`src/rtl/rx_fsm_if.sv`:
```
// Signal bundle between the RX bit decoder / FIFO side and the rx_fsm framing controller.
// master drives the decoder-side inputs; slave is the rx_fsm itself.
interface rx_fsm_if;
   logic       d_edge;
   logic       byte_received;
   logic [7:0] rcv_data;
   logic       eop;
   logic [6:0] buff_occ;
   logic [2:0] RX_packet;
   logic       RX_Data_Ready;
   logic       RX_Transfer_Active;
   logic       RX_Error;
   logic       flush;
   logic       store_rx_data;
   logic [7:0] rx_data;

   modport master (
      output d_edge, byte_received, rcv_data, eop, buff_occ,
      input  RX_packet, RX_Data_Ready, RX_Transfer_Active, RX_Error,
             flush, store_rx_data, rx_data
   );

   modport slave (
      input  d_edge, byte_received, rcv_data, eop, buff_occ,
      output RX_packet, RX_Data_Ready, RX_Transfer_Active, RX_Error,
             flush, store_rx_data, rx_data
   );
endinterface

```
`src/rtl/rx_fsm.sv`:
```
// USB full-speed receive framing FSM: SYNC/PID check, token address match,
// data payload forwarding to the RX FIFO and EOP handling, all outputs registered.
module rx_fsm #(
   parameter logic [6:0] DEV_ADDR = 7'h00
) (
   input  logic    clk,
   input  logic    n_rst,
   rx_fsm_if.slave bus
);

   localparam logic [7:0] SYNC_BYTE = 8'h80;
   localparam logic [7:0] PID_OUT   = 8'hE1;
   localparam logic [7:0] PID_IN    = 8'h69;
   localparam logic [7:0] PID_DATA0 = 8'hC3;
   localparam logic [7:0] PID_DATA1 = 8'h4B;
   localparam logic [7:0] PID_ACK   = 8'hD2;

   localparam logic [2:0] PKT_NONE = 3'b000;
   localparam logic [2:0] PKT_OUT  = 3'b001;
   localparam logic [2:0] PKT_IN   = 3'b010;
   localparam logic [2:0] PKT_DATA = 3'b011;
   localparam logic [2:0] PKT_ACK  = 3'b100;

   localparam logic [6:0] FIFO_FULL = 7'd64;

   typedef enum logic [3:0] {
      IDLE, SYNC_WAIT, PID_WAIT, TOKEN1, TOKEN2, DATA_RCV,
      EOP_OK, IGNORE, ERR, ERR_WAIT, DONE
   } state_e;

   state_e     state_q, state_d;
   logic [2:0] type_q, type_d;
   logic [6:0] addr_q, addr_d;
   logic [6:0] cnt_q, cnt_d;
   logic [2:0] packet_q, packet_d;
   logic       ready_q, ready_d;
   logic       active_q, active_d;
   logic       error_q, error_d;
   logic       flush_q, flush_d;
   logic       store_q, store_d;
   logic [7:0] rx_data_q, rx_data_d;

   logic       pid_ok;
   logic       byte_err;
   logic       eop_err;

   assign pid_ok = (bus.rcv_data[7:4] == ~bus.rcv_data[3:0]);

   // NOTE: every variable gets its default before the case so no path leaves
   // one unassigned, which would otherwise infer a latch.
   always_comb begin
      state_d   = state_q;
      type_d    = type_q;
      addr_d    = addr_q;
      cnt_d     = cnt_q;
      packet_d  = packet_q;
      ready_d   = ready_q;
      active_d  = active_q;
      error_d   = error_q;
      flush_d   = 1'b0;
      store_d   = 1'b0;
      rx_data_d = rx_data_q;
      byte_err  = 1'b0;
      eop_err   = 1'b0;

      unique case (state_q)
         IDLE: begin
            if (bus.d_edge) begin
               state_d  = SYNC_WAIT;
               packet_d = PKT_NONE;
               error_d  = 1'b0;
               ready_d  = 1'b0;
               active_d = 1'b1;
            end
         end
         SYNC_WAIT: begin
            if (bus.eop) eop_err = 1'b1;
            else if (bus.byte_received) begin
               if (bus.rcv_data == SYNC_BYTE) state_d = PID_WAIT;
               else                           byte_err = 1'b1;
            end
         end
         PID_WAIT: begin
            if (bus.eop) eop_err = 1'b1;
            else if (bus.byte_received) begin
               if (!pid_ok) byte_err = 1'b1;
               else begin
                  case (bus.rcv_data)
                     PID_ACK: begin
                        type_d  = PKT_ACK;
                        state_d = EOP_OK;
                     end
                     PID_OUT: begin
                        type_d  = PKT_OUT;
                        state_d = TOKEN1;
                     end
                     PID_IN: begin
                        type_d  = PKT_IN;
                        state_d = TOKEN1;
                     end
                     PID_DATA0, PID_DATA1: begin
                        type_d  = PKT_DATA;
                        state_d = DATA_RCV;
                        flush_d = 1'b1;
                        cnt_d   = '0;
                     end
                     default: byte_err = 1'b1;
                  endcase
               end
            end
         end
         TOKEN1: begin
            if (bus.eop) eop_err = 1'b1;
            else if (bus.byte_received) begin
               addr_d  = bus.rcv_data[6:0];
               state_d = TOKEN2;
            end
         end
         TOKEN2: begin
            if (bus.eop) eop_err = 1'b1;
            else if (bus.byte_received)
               state_d = (addr_q == DEV_ADDR) ? EOP_OK : IGNORE;
         end
         DATA_RCV: begin
            if (bus.eop) begin
               if (cnt_q >= 7'd2) begin
                  state_d  = DONE;
                  packet_d = type_q;
                  ready_d  = 1'b1;
                  active_d = 1'b0;
               end else eop_err = 1'b1;
            end else if (bus.byte_received) begin
               if (bus.buff_occ == FIFO_FULL) byte_err = 1'b1;
               else begin
                  store_d   = 1'b1;
                  rx_data_d = bus.rcv_data;
                  if (cnt_q != 7'h7F) cnt_d = cnt_q + 7'd1;
               end
            end
         end
         EOP_OK: begin
            if (bus.eop) begin
               state_d  = DONE;
               packet_d = type_q;
               active_d = 1'b0;
            end else if (bus.byte_received) byte_err = 1'b1;
         end
         IGNORE: begin
            if (bus.eop) begin
               state_d  = IDLE;
               active_d = 1'b0;
            end
         end
         ERR: begin
            if (bus.eop) begin
               state_d  = IDLE;
               active_d = 1'b0;
            end else state_d = ERR_WAIT;
         end
         ERR_WAIT: begin
            if (bus.eop) begin
               state_d  = IDLE;
               active_d = 1'b0;
            end
         end
         DONE:    state_d = IDLE;
         default: state_d = IDLE;
      endcase

      // An eop-triggered error already ends the packet, so it skips the wait for
      // another eop and Transfer_Active drops one cycle after that eop.
      if (eop_err) begin
         state_d  = IDLE;
         error_d  = 1'b1;
         active_d = 1'b0;
      end else if (byte_err) begin
         state_d  = ERR;
         error_d  = 1'b1;
      end
   end

   // NOTE: sequential state uses non-blocking assignments so every register
   // samples the pre-edge values regardless of statement order.
   always_ff @(posedge clk or negedge n_rst) begin
      if (!n_rst) begin
         state_q   <= IDLE;
         type_q    <= PKT_NONE;
         addr_q    <= '0;
         cnt_q     <= '0;
         packet_q  <= PKT_NONE;
         ready_q   <= 1'b0;
         active_q  <= 1'b0;
         error_q   <= 1'b0;
         flush_q   <= 1'b0;
         store_q   <= 1'b0;
         rx_data_q <= '0;
      end else begin
         state_q   <= state_d;
         type_q    <= type_d;
         addr_q    <= addr_d;
         cnt_q     <= cnt_d;
         packet_q  <= packet_d;
         ready_q   <= ready_d;
         active_q  <= active_d;
         error_q   <= error_d;
         flush_q   <= flush_d;
         store_q   <= store_d;
         rx_data_q <= rx_data_d;
      end
   end

   assign bus.RX_packet          = packet_q;
   assign bus.RX_Data_Ready      = ready_q;
   assign bus.RX_Transfer_Active = active_q;
   assign bus.RX_Error           = error_q;
   assign bus.flush              = flush_q;
   assign bus.store_rx_data      = store_q;
   assign bus.rx_data            = rx_data_q;

endmodule

```
`src/flat_wrapper.sv`:
```
// flat-port wrapper written by rule: the top's interface ports become plain ports
module rx_fsm_flat 
#(
   parameter logic [6:0] DEV_ADDR = 7'h00
)
  (clk, n_rst, bus_d_edge, bus_byte_received, bus_rcv_data, bus_eop, bus_buff_occ, bus_RX_packet, bus_RX_Data_Ready, bus_RX_Transfer_Active, bus_RX_Error, bus_flush, bus_store_rx_data, bus_rx_data);
  rx_fsm_if bus_i ();
  input  logic clk;
  input  logic n_rst;
  input wire logic [$bits(bus_i.d_edge)-1:0] bus_d_edge;
  input wire logic [$bits(bus_i.byte_received)-1:0] bus_byte_received;
  input wire logic [$bits(bus_i.rcv_data)-1:0] bus_rcv_data;
  input wire logic [$bits(bus_i.eop)-1:0] bus_eop;
  input wire logic [$bits(bus_i.buff_occ)-1:0] bus_buff_occ;
  output wire logic [$bits(bus_i.RX_packet)-1:0] bus_RX_packet;
  output wire logic [$bits(bus_i.RX_Data_Ready)-1:0] bus_RX_Data_Ready;
  output wire logic [$bits(bus_i.RX_Transfer_Active)-1:0] bus_RX_Transfer_Active;
  output wire logic [$bits(bus_i.RX_Error)-1:0] bus_RX_Error;
  output wire logic [$bits(bus_i.flush)-1:0] bus_flush;
  output wire logic [$bits(bus_i.store_rx_data)-1:0] bus_store_rx_data;
  output wire logic [$bits(bus_i.rx_data)-1:0] bus_rx_data;
  assign bus_i.d_edge = bus_d_edge;
  assign bus_i.byte_received = bus_byte_received;
  assign bus_i.rcv_data = bus_rcv_data;
  assign bus_i.eop = bus_eop;
  assign bus_i.buff_occ = bus_buff_occ;
  assign bus_RX_packet = bus_i.RX_packet;
  assign bus_RX_Data_Ready = bus_i.RX_Data_Ready;
  assign bus_RX_Transfer_Active = bus_i.RX_Transfer_Active;
  assign bus_RX_Error = bus_i.RX_Error;
  assign bus_flush = bus_i.flush;
  assign bus_store_rx_data = bus_i.store_rx_data;
  assign bus_rx_data = bus_i.rx_data;
  rx_fsm #(.DEV_ADDR(DEV_ADDR)) u_core (.clk(clk), .n_rst(n_rst), .bus(bus_i));
endmodule
```
`config.mk`:
```
export PLATFORM = sky130hd
export DESIGN_NAME = rx_fsm_flat
export DESIGN_NICKNAME = d
export VERILOG_FILES = /design/src/rtl/rx_fsm_if.sv /design/src/rtl/rx_fsm.sv /design/src/flat_wrapper.sv
export SDC_FILE = /design/constraint.sdc
export NUM_CORES = 1
export LEC_CHECK = 0
export ABC_AREA = 1
export ABC_CLOCK_PERIOD_IN_PS = 2900
export BUFFER_PORTS_ARGS = -buffer_cell sky130_fd_sc_hd__buf_4
export CAP_MARGIN = 10
export CORE_ASPECT_RATIO = 0.7
export CORE_MARGIN = 4
export CORE_UTILIZATION = 30
export CTS_CLUSTER_SIZE = 20
export DETAILED_ROUTE_END_ITERATION = 8
export GPL_ROUTABILITY_DRIVEN = 1
export HOLD_SLACK_MARGIN = 0.05
export SYNTH_ARGS = -nofsm -noshare
export SYNTH_HDL_FRONTEND = slang
export SYNTH_SLANG_ARGS = --single-unit
```
`constraint.sdc`:
```
create_clock -name clk -period 2.9 [get_ports clk]
set_input_delay 0.58 -clock clk [delete_from_list [all_inputs] [get_ports clk]]
set_output_delay 0.58 -clock clk [all_outputs]
set_load 0.05 [all_outputs]
```
[Yosys cells after proc, flatten, opt, wreduce, memory -nomap -nowiden]
Cells that the tools add are included.
Word-level totals
  bits in registers: 37
  latch bits: 0
  bits in writable memories: 0
  bits in read-only memories: 0
  input bits: 20
  output and inout bits: 16
  logic and storage cells: 165
  memories: 0
Operators by class
  add/subtract/negate cells: 1
  multipliers: 0
  divide/modulo/power cells: 0
  $lt $le $gt $ge: 1
  eq/ne operators: 50
  shift-type cells: 0
  multiplexer cells: 75
  bitwise logic cells: 3
  reductions and logical operators: 24
Operators by type and width (number)
  two-way mux 4 bit: 18
  two-way mux 7 bit: 8
  != test 4 x 2 -> 1 bit (second input constant): 11
  two-way mux 1 bit: 36
  one-hot mux 4 bit (9 select lines): 1
  == test 8 bit (second input constant): 4
  == test 4 x 3 -> 1 bit (second input constant): 4
  == test 8 x 7 -> 1 bit (second input constant): 2
  != test 2 bit (second input constant): 8
  != test 4 x 1 -> 1 bit (second input constant): 4
  AND reduction 16 bit: 1
  AND reduction 5 bit: 3
  one-hot mux 7 bit (2 select lines): 1
  two-way mux 3 bit: 4
  one-hot mux 3 bit (4 select lines): 1
  one-hot mux 4 bit (3 select lines): 1
  one-hot mux 3 bit (3 select lines): 1
  AND reduction 9 bit: 1
  nonzero test 3 bit: 3
  == test 4 x 2 -> 1 bit (second input constant): 2
  == test 4 bit (second input constant): 2
  != test 2 x 1 -> 1 bit (second input constant): 4
  AND reduction 4 bit: 2
  nonzero test 4 bit: 2
  other kinds (22): 30

[Longest topological paths before layout]
  depth in word-level cells: 9
  depth in mapped cells: 12

[Least setup slack after synthesis]
Ideal clock, no wire load.
  path kind: input-to-reg
  start point: in bus_rcv_data[3]
  end point: reg u_core.state_q[1]
  arrival: 1.616 ns
  slack: 1.219 ns
  stages on the path: 11
  path buffers: 0
  cells stage by stage: nor2_1 > nand2_1 > nor2_1 > nor2_1 > a21oi_1 > nand3_1 > nand2_1 > nand2_1 > nand2_1 > nand2_1 > nand2_1
Between the ends
  cells in the longest elaborated chain, start to end: 9
  elaborated cells on any way between the ends: 43
  classes of those cells: eq/ne (23); mux (15); bitwise (1); reduce/logical (4)
RTL lines
  from (decl): RTL line flat_wrapper.sv:12  | input wire logic [$bits(bus_i.rcv_data)-1:0] bus_rcv_data;
  == test 8 bit or == test 8 x 7 -> 1 bit (tied branches): RTL line rx_fsm.sv:88  | case (bus.rcv_data)
  OR reduction 5 bit (no source line) or OR reduction 2 bit (tied branches)
  two-way mux 1 bit or one-hot mux 4 bit (3 select lines) (tied branches): RTL line rx_fsm.sv:88
  two-way mux 1 bit or two-way mux 4 bit (tied branches): RTL line rx_fsm.sv:86  | if (!pid_ok) byte_err = 1'b1;
  two-way mux 1 bit or two-way mux 4 bit (tied branches): RTL line rx_fsm.sv:85  | else if (bus.byte_received) begin
  two-way mux 1 bit or two-way mux 4 bit (tied branches): RTL line rx_fsm.sv:84  | if (bus.eop) eop_err = 1'b1;
  one-hot mux 1 bit (4 select lines) or one-hot mux 4 bit (9 select lines) (tied branches): RTL line rx_fsm.sv:66  | unique case (state_q)
  != test 6 x 2 -> 1 bit (no source line) (tied with other cells)
  AND reduction 16 bit (no source line) or two-way mux 4 bit (tied branches)
  to (signal assigned): RTL line rx_fsm.sv:198  | state_q <= state_d;
  to (decl): RTL line rx_fsm.sv:31  | state_e state_q, state_d;
Several ways; a longest one is shown, not always the timed one. The select of a mux whose other input is x is not followed.
A chain may end at the register's enable or synchronous reset.

[Final worst setup path]
  start point: reg u_core.state_q[0]
  end point: reg u_core.state_q[1]
Between the ends
  cells in the longest elaborated chain, start to end: 5
  elaborated cells on any way between the ends: 34
  classes of those cells: eq/ne (25); mux (5); reduce/logical (4)
RTL lines (RTL line)
  == test 4 x 1 -> 1 bit (tied with other cells): rx_fsm.sv:66
  OR reduction 4 bit (no source line) or OR reduction 2 bit (tied branches)
  one-hot mux 1 bit (2 select lines) or one-hot mux 4 bit (9 select lines) (tied branches): rx_fsm.sv:66
  != test 6 x 2 -> 1 bit (no source line) (tied with other cells)
  AND reduction 16 bit (no source line) or two-way mux 4 bit (tied branches)
Several ways; a longest one is shown, not always the timed one.

==> results.py <==
metrics = {
    "cts": {
        "clock_latency_ns": 0.29,
        "cts_tree": "done",
        "post_cts_buffers": 0,
        "root_buffer": "clkbuf_8",
        "clockBufferDepth": 2,
        "cts.sinks": 37,
        "cts-resized-gates": 0,
        "clkTransAtPathRegs_ns": 0.08,
        "hold_buffers": 0,
        "h-tree-depth": 2,
        "numCtsBuffers": 5,
    },
    "synthesis": {
        "syn_inst": 300,
        "syn_area_per_cell_um2": 7.24,
        "seq_area_frac_synth_pct": 42.6,
        "synth_top_area_share_pct": 42.6,
        "synth_nets": 322,
        "synth_most_common_cell": "nand2_1",
        "ys_seq_elements": 37,
        "synth_ff_type": "dfrtp_1",
        "async_flop_share_pct": 100,
        "synth_common_cells": "nand2_1, dfrtp_1, nor2_1",
        "yosysUniqueCellTypes": 33,
        "synth_area_leaders": "dfrtp_1, nand2_1, nor2_1, inv_1, nand3_1",
        "synth-edff-count": 0,
        "synth_largest_area_cell": "dfrtp_1",
        "yosys_warnings": 0,
        "netlist_area_mm2": 0.00217,
    },
    "finish": {
        "utilization_pct": 38.8,
        "syn_to_final_growth_pct": 22.7,
        "n_antenna_cell": 0,
        "nets": 361,
        "drive_gt1_share_pct": 21.5,
        "design_area_mm2": 0.00267,
    },
    "critical_path": {
        "r2r-start": "u_core.state_q[0]",
        "cp_data_required_time_ns": 3.09,
        "critPathLaunchType": "flop",
        "r2r_cells": 10,
        "r2r_end": "u_core.state_q[1]",
        "crit_arrival_ns": 2.18,
        "critPathCaptureType": "flop",
        "path_class": "flop to flop",
        "path_max_fanout": 7,
        "rrSetupSlack_ns": 0.90,
    },
    "timing": {
        "hold_viol": 0,
        "relSlewSlack_pct": 67.5,
        "worst_pin_slew_ns": 0.488,
        "clock_skew_ns": 0.00673,
        "worst_slack_ns": 0.905,
        "min_period_over_period_pct": 68.8,
        "drv_slew": 0,
        "rsz0062_at_grt": "no",
        "fin_crit_ns": 2.00,
        "fmax_ghz": 0.501,
        "tns_ns": 0,
        "setup_viol": 0,
    },
    "place": {
        "post-place-ws_ns": 0.756,
        "gp_congestion": 0.894,
        "io_buffers": 35,
        "hpwlAfterDp_mm": 4.20,
        "place_area_mm2": 0.00253,
    },
    "die": {
        "ios": 36,
        "start_util_pct": 31.6,
        "dieHeight_um": 79.2,
        "chipWidth_um": 110,
        "rows": 25,
        "dieArea_mm2": 0.00869,
        "coreArea_mm2": 0.00688,
    },
    "grt": {
        "grt-ovfl-total": 0,
        "grt_max_degree": 38,
        "grt_pass1_vias": 1873,
        "antenna_found_initial": 0,
        "grt_usage_pct": 13.1,
        "grt_pass1_wl_mm": 8.92,
    },
    "power": {
        "power_density_mw_per_mm2": 905,
        "p_seq_share_pct": 33.0,
        "switchingPower_mw": 1.04,
        "switching_share_pct": 43.2,
        "pwr-share-comb_pct": 44.6,
        "clock_power_share_pct": 22.4,
        "p_total_mw": 2.42,
        "power.leakage_nw": 1.35,
        "p_int_mw": 1.37,
        "ir_drop_v": 0.000281,
    },
    "drt": {
        "vias_per_cell": 4.71,
        "vias": 2044,
        "first_pass_iters": 5,
        "ant_nets": 0,
        "drtIter0Drc": 123,
        "routedWlPerCell_um": 12.5,
        "wl_mm": 5.41,
        "drcViolationCount": 0,
    },
    "worst_hold_path": {
        "hold_class": "input port to async pin",
    },
    "run_status": {
        "status": "finished, final reports clean",
    },
    "flow_run": {
        "cap_violations": 0,
    },
}
[state kept, by name, summed over array words and instances (netlist names)]
signal and count:
u_core.bus.RX_Error 1, u_core.bus.rx_data 8, u_core.state_q 4, u_core.bus.RX_Data_Ready 1
u_core.bus.RX_Transfer_Active 1, u_core.bus.flush 1, u_core.type_q 3, u_core.bus.store_rx_data 1
u_core.bus.RX_packet 3, u_core.addr_q 7, u_core.cnt_q 7
[cell type report]
type                       count  area, µm²
clock buffer                   5       68.8
clock inverter                 3       65.1
fill                         721       4210
inverter                      47        179
multi-input combinational    213       1050
sequential                    37        926
tap                           94        118
timing repair buffer          35        263
[worst max-delay path by stage]
stage	start	endpoint	slack (ns)	cells past startpoint
6_report	u_core.state_q[0]	u_core.state_q[1]	0.90	10
2_1_floorplan	bus_rcv_data[3]	u_core.state_q[1]	1.22	11
3_5_place_dp	bus_buff_occ[3]	u_core.state_q[3]	0.76	11
3_3_place_gp	bus_rcv_data[3]	u_core.cnt_q[2]	0.77	10
5_1_grt	u_core.state_q[2]	u_core.state_q[3]	0.72	10
4_1_cts	u_core.state_q[2]	u_core.cnt_q[6]	0.95	7
[per-layer routing]
layer / part of all wire, % / routed length [µm] / global-route usage (%) / vias to the layer above
met2: 39 / 2120 / 18.3 / 60
li1: - / - / - / 1052
met1: 53 / 2890 / 20.2 / 925
met4: 0.89 / 48 / 3.36 / 0
met5: 0 / 0 / 0 / -
met3: 6.6 / 357 / 3.01 / 7
[worst max-delay path: stages, from the launching register on]
cell	delay, ns
dfrtp_1	0.46
nor2_1	0.26
nand3_1	0.22
o21ai_1	0.21
inv_2	0.06
a21oi_2	0.24
inv_2	0.07
nand3_1	0.12
nand2_1	0.12
nand2_1	0.08
nand2_1	0.05
[power groups by stage]
| stage | clock network, mW | logic, mW | registers [mW] |
|---|---|---|---|
| final | 0.541 | 1.08 | 0.796 |
| after detailed placement | 0 | 1.08 | 0.806 |
| after floorplan | 0 | 0.568 | 1.01 |
| after CTS | 0.552 | 1.08 | 0.797 |
| after global routing | 0.571 | 1.19 | 0.819 |
| after global placement | 0 | 1.06 | 0.802 |
[through the flow]
| stage | instances | hold slack [ns] |
|---|---|---|
| after floorplan | 300 | 0.284 |
| after global placement | 426 | 0.470 |
| after detailed placement | 426 | 0.475 |
| after CTS | 434 | 0.265 |
| after global routing | 434 | 0.293 |
| final | 434 | 0.246 |
[layout by cell type (no fill, tap or decap), types with 5 or more instances in the layout]
cell	instances
buf_4	35
o21ai_1	14
clkbuf_8	5
nor2_1	35
o21ai_0	13
nand3_1	20
a21oi_1	10
inv_1	33
nand2_1	80
dfrtp_1	37
nand4_1	8
inv_2	13
[cell families after synthesis]
| logic type | count (synthesis) | synth area share (%) |
|---|---|---|
| AND/OR/NAND/NOR | 162 | 34.1 |
| buffers and inverters | 50 | 9.15 |
| AO/OA/AOI/OAI | 47 | 12.1 |
| flip-flops | 37 | 42.6 |
| XOR/XNOR | 2 | 0.806 |
| adder cells (fa/ha/maj) | 2 | 1.15 |
Note: power is estimated with default switching activity, not from simulation.
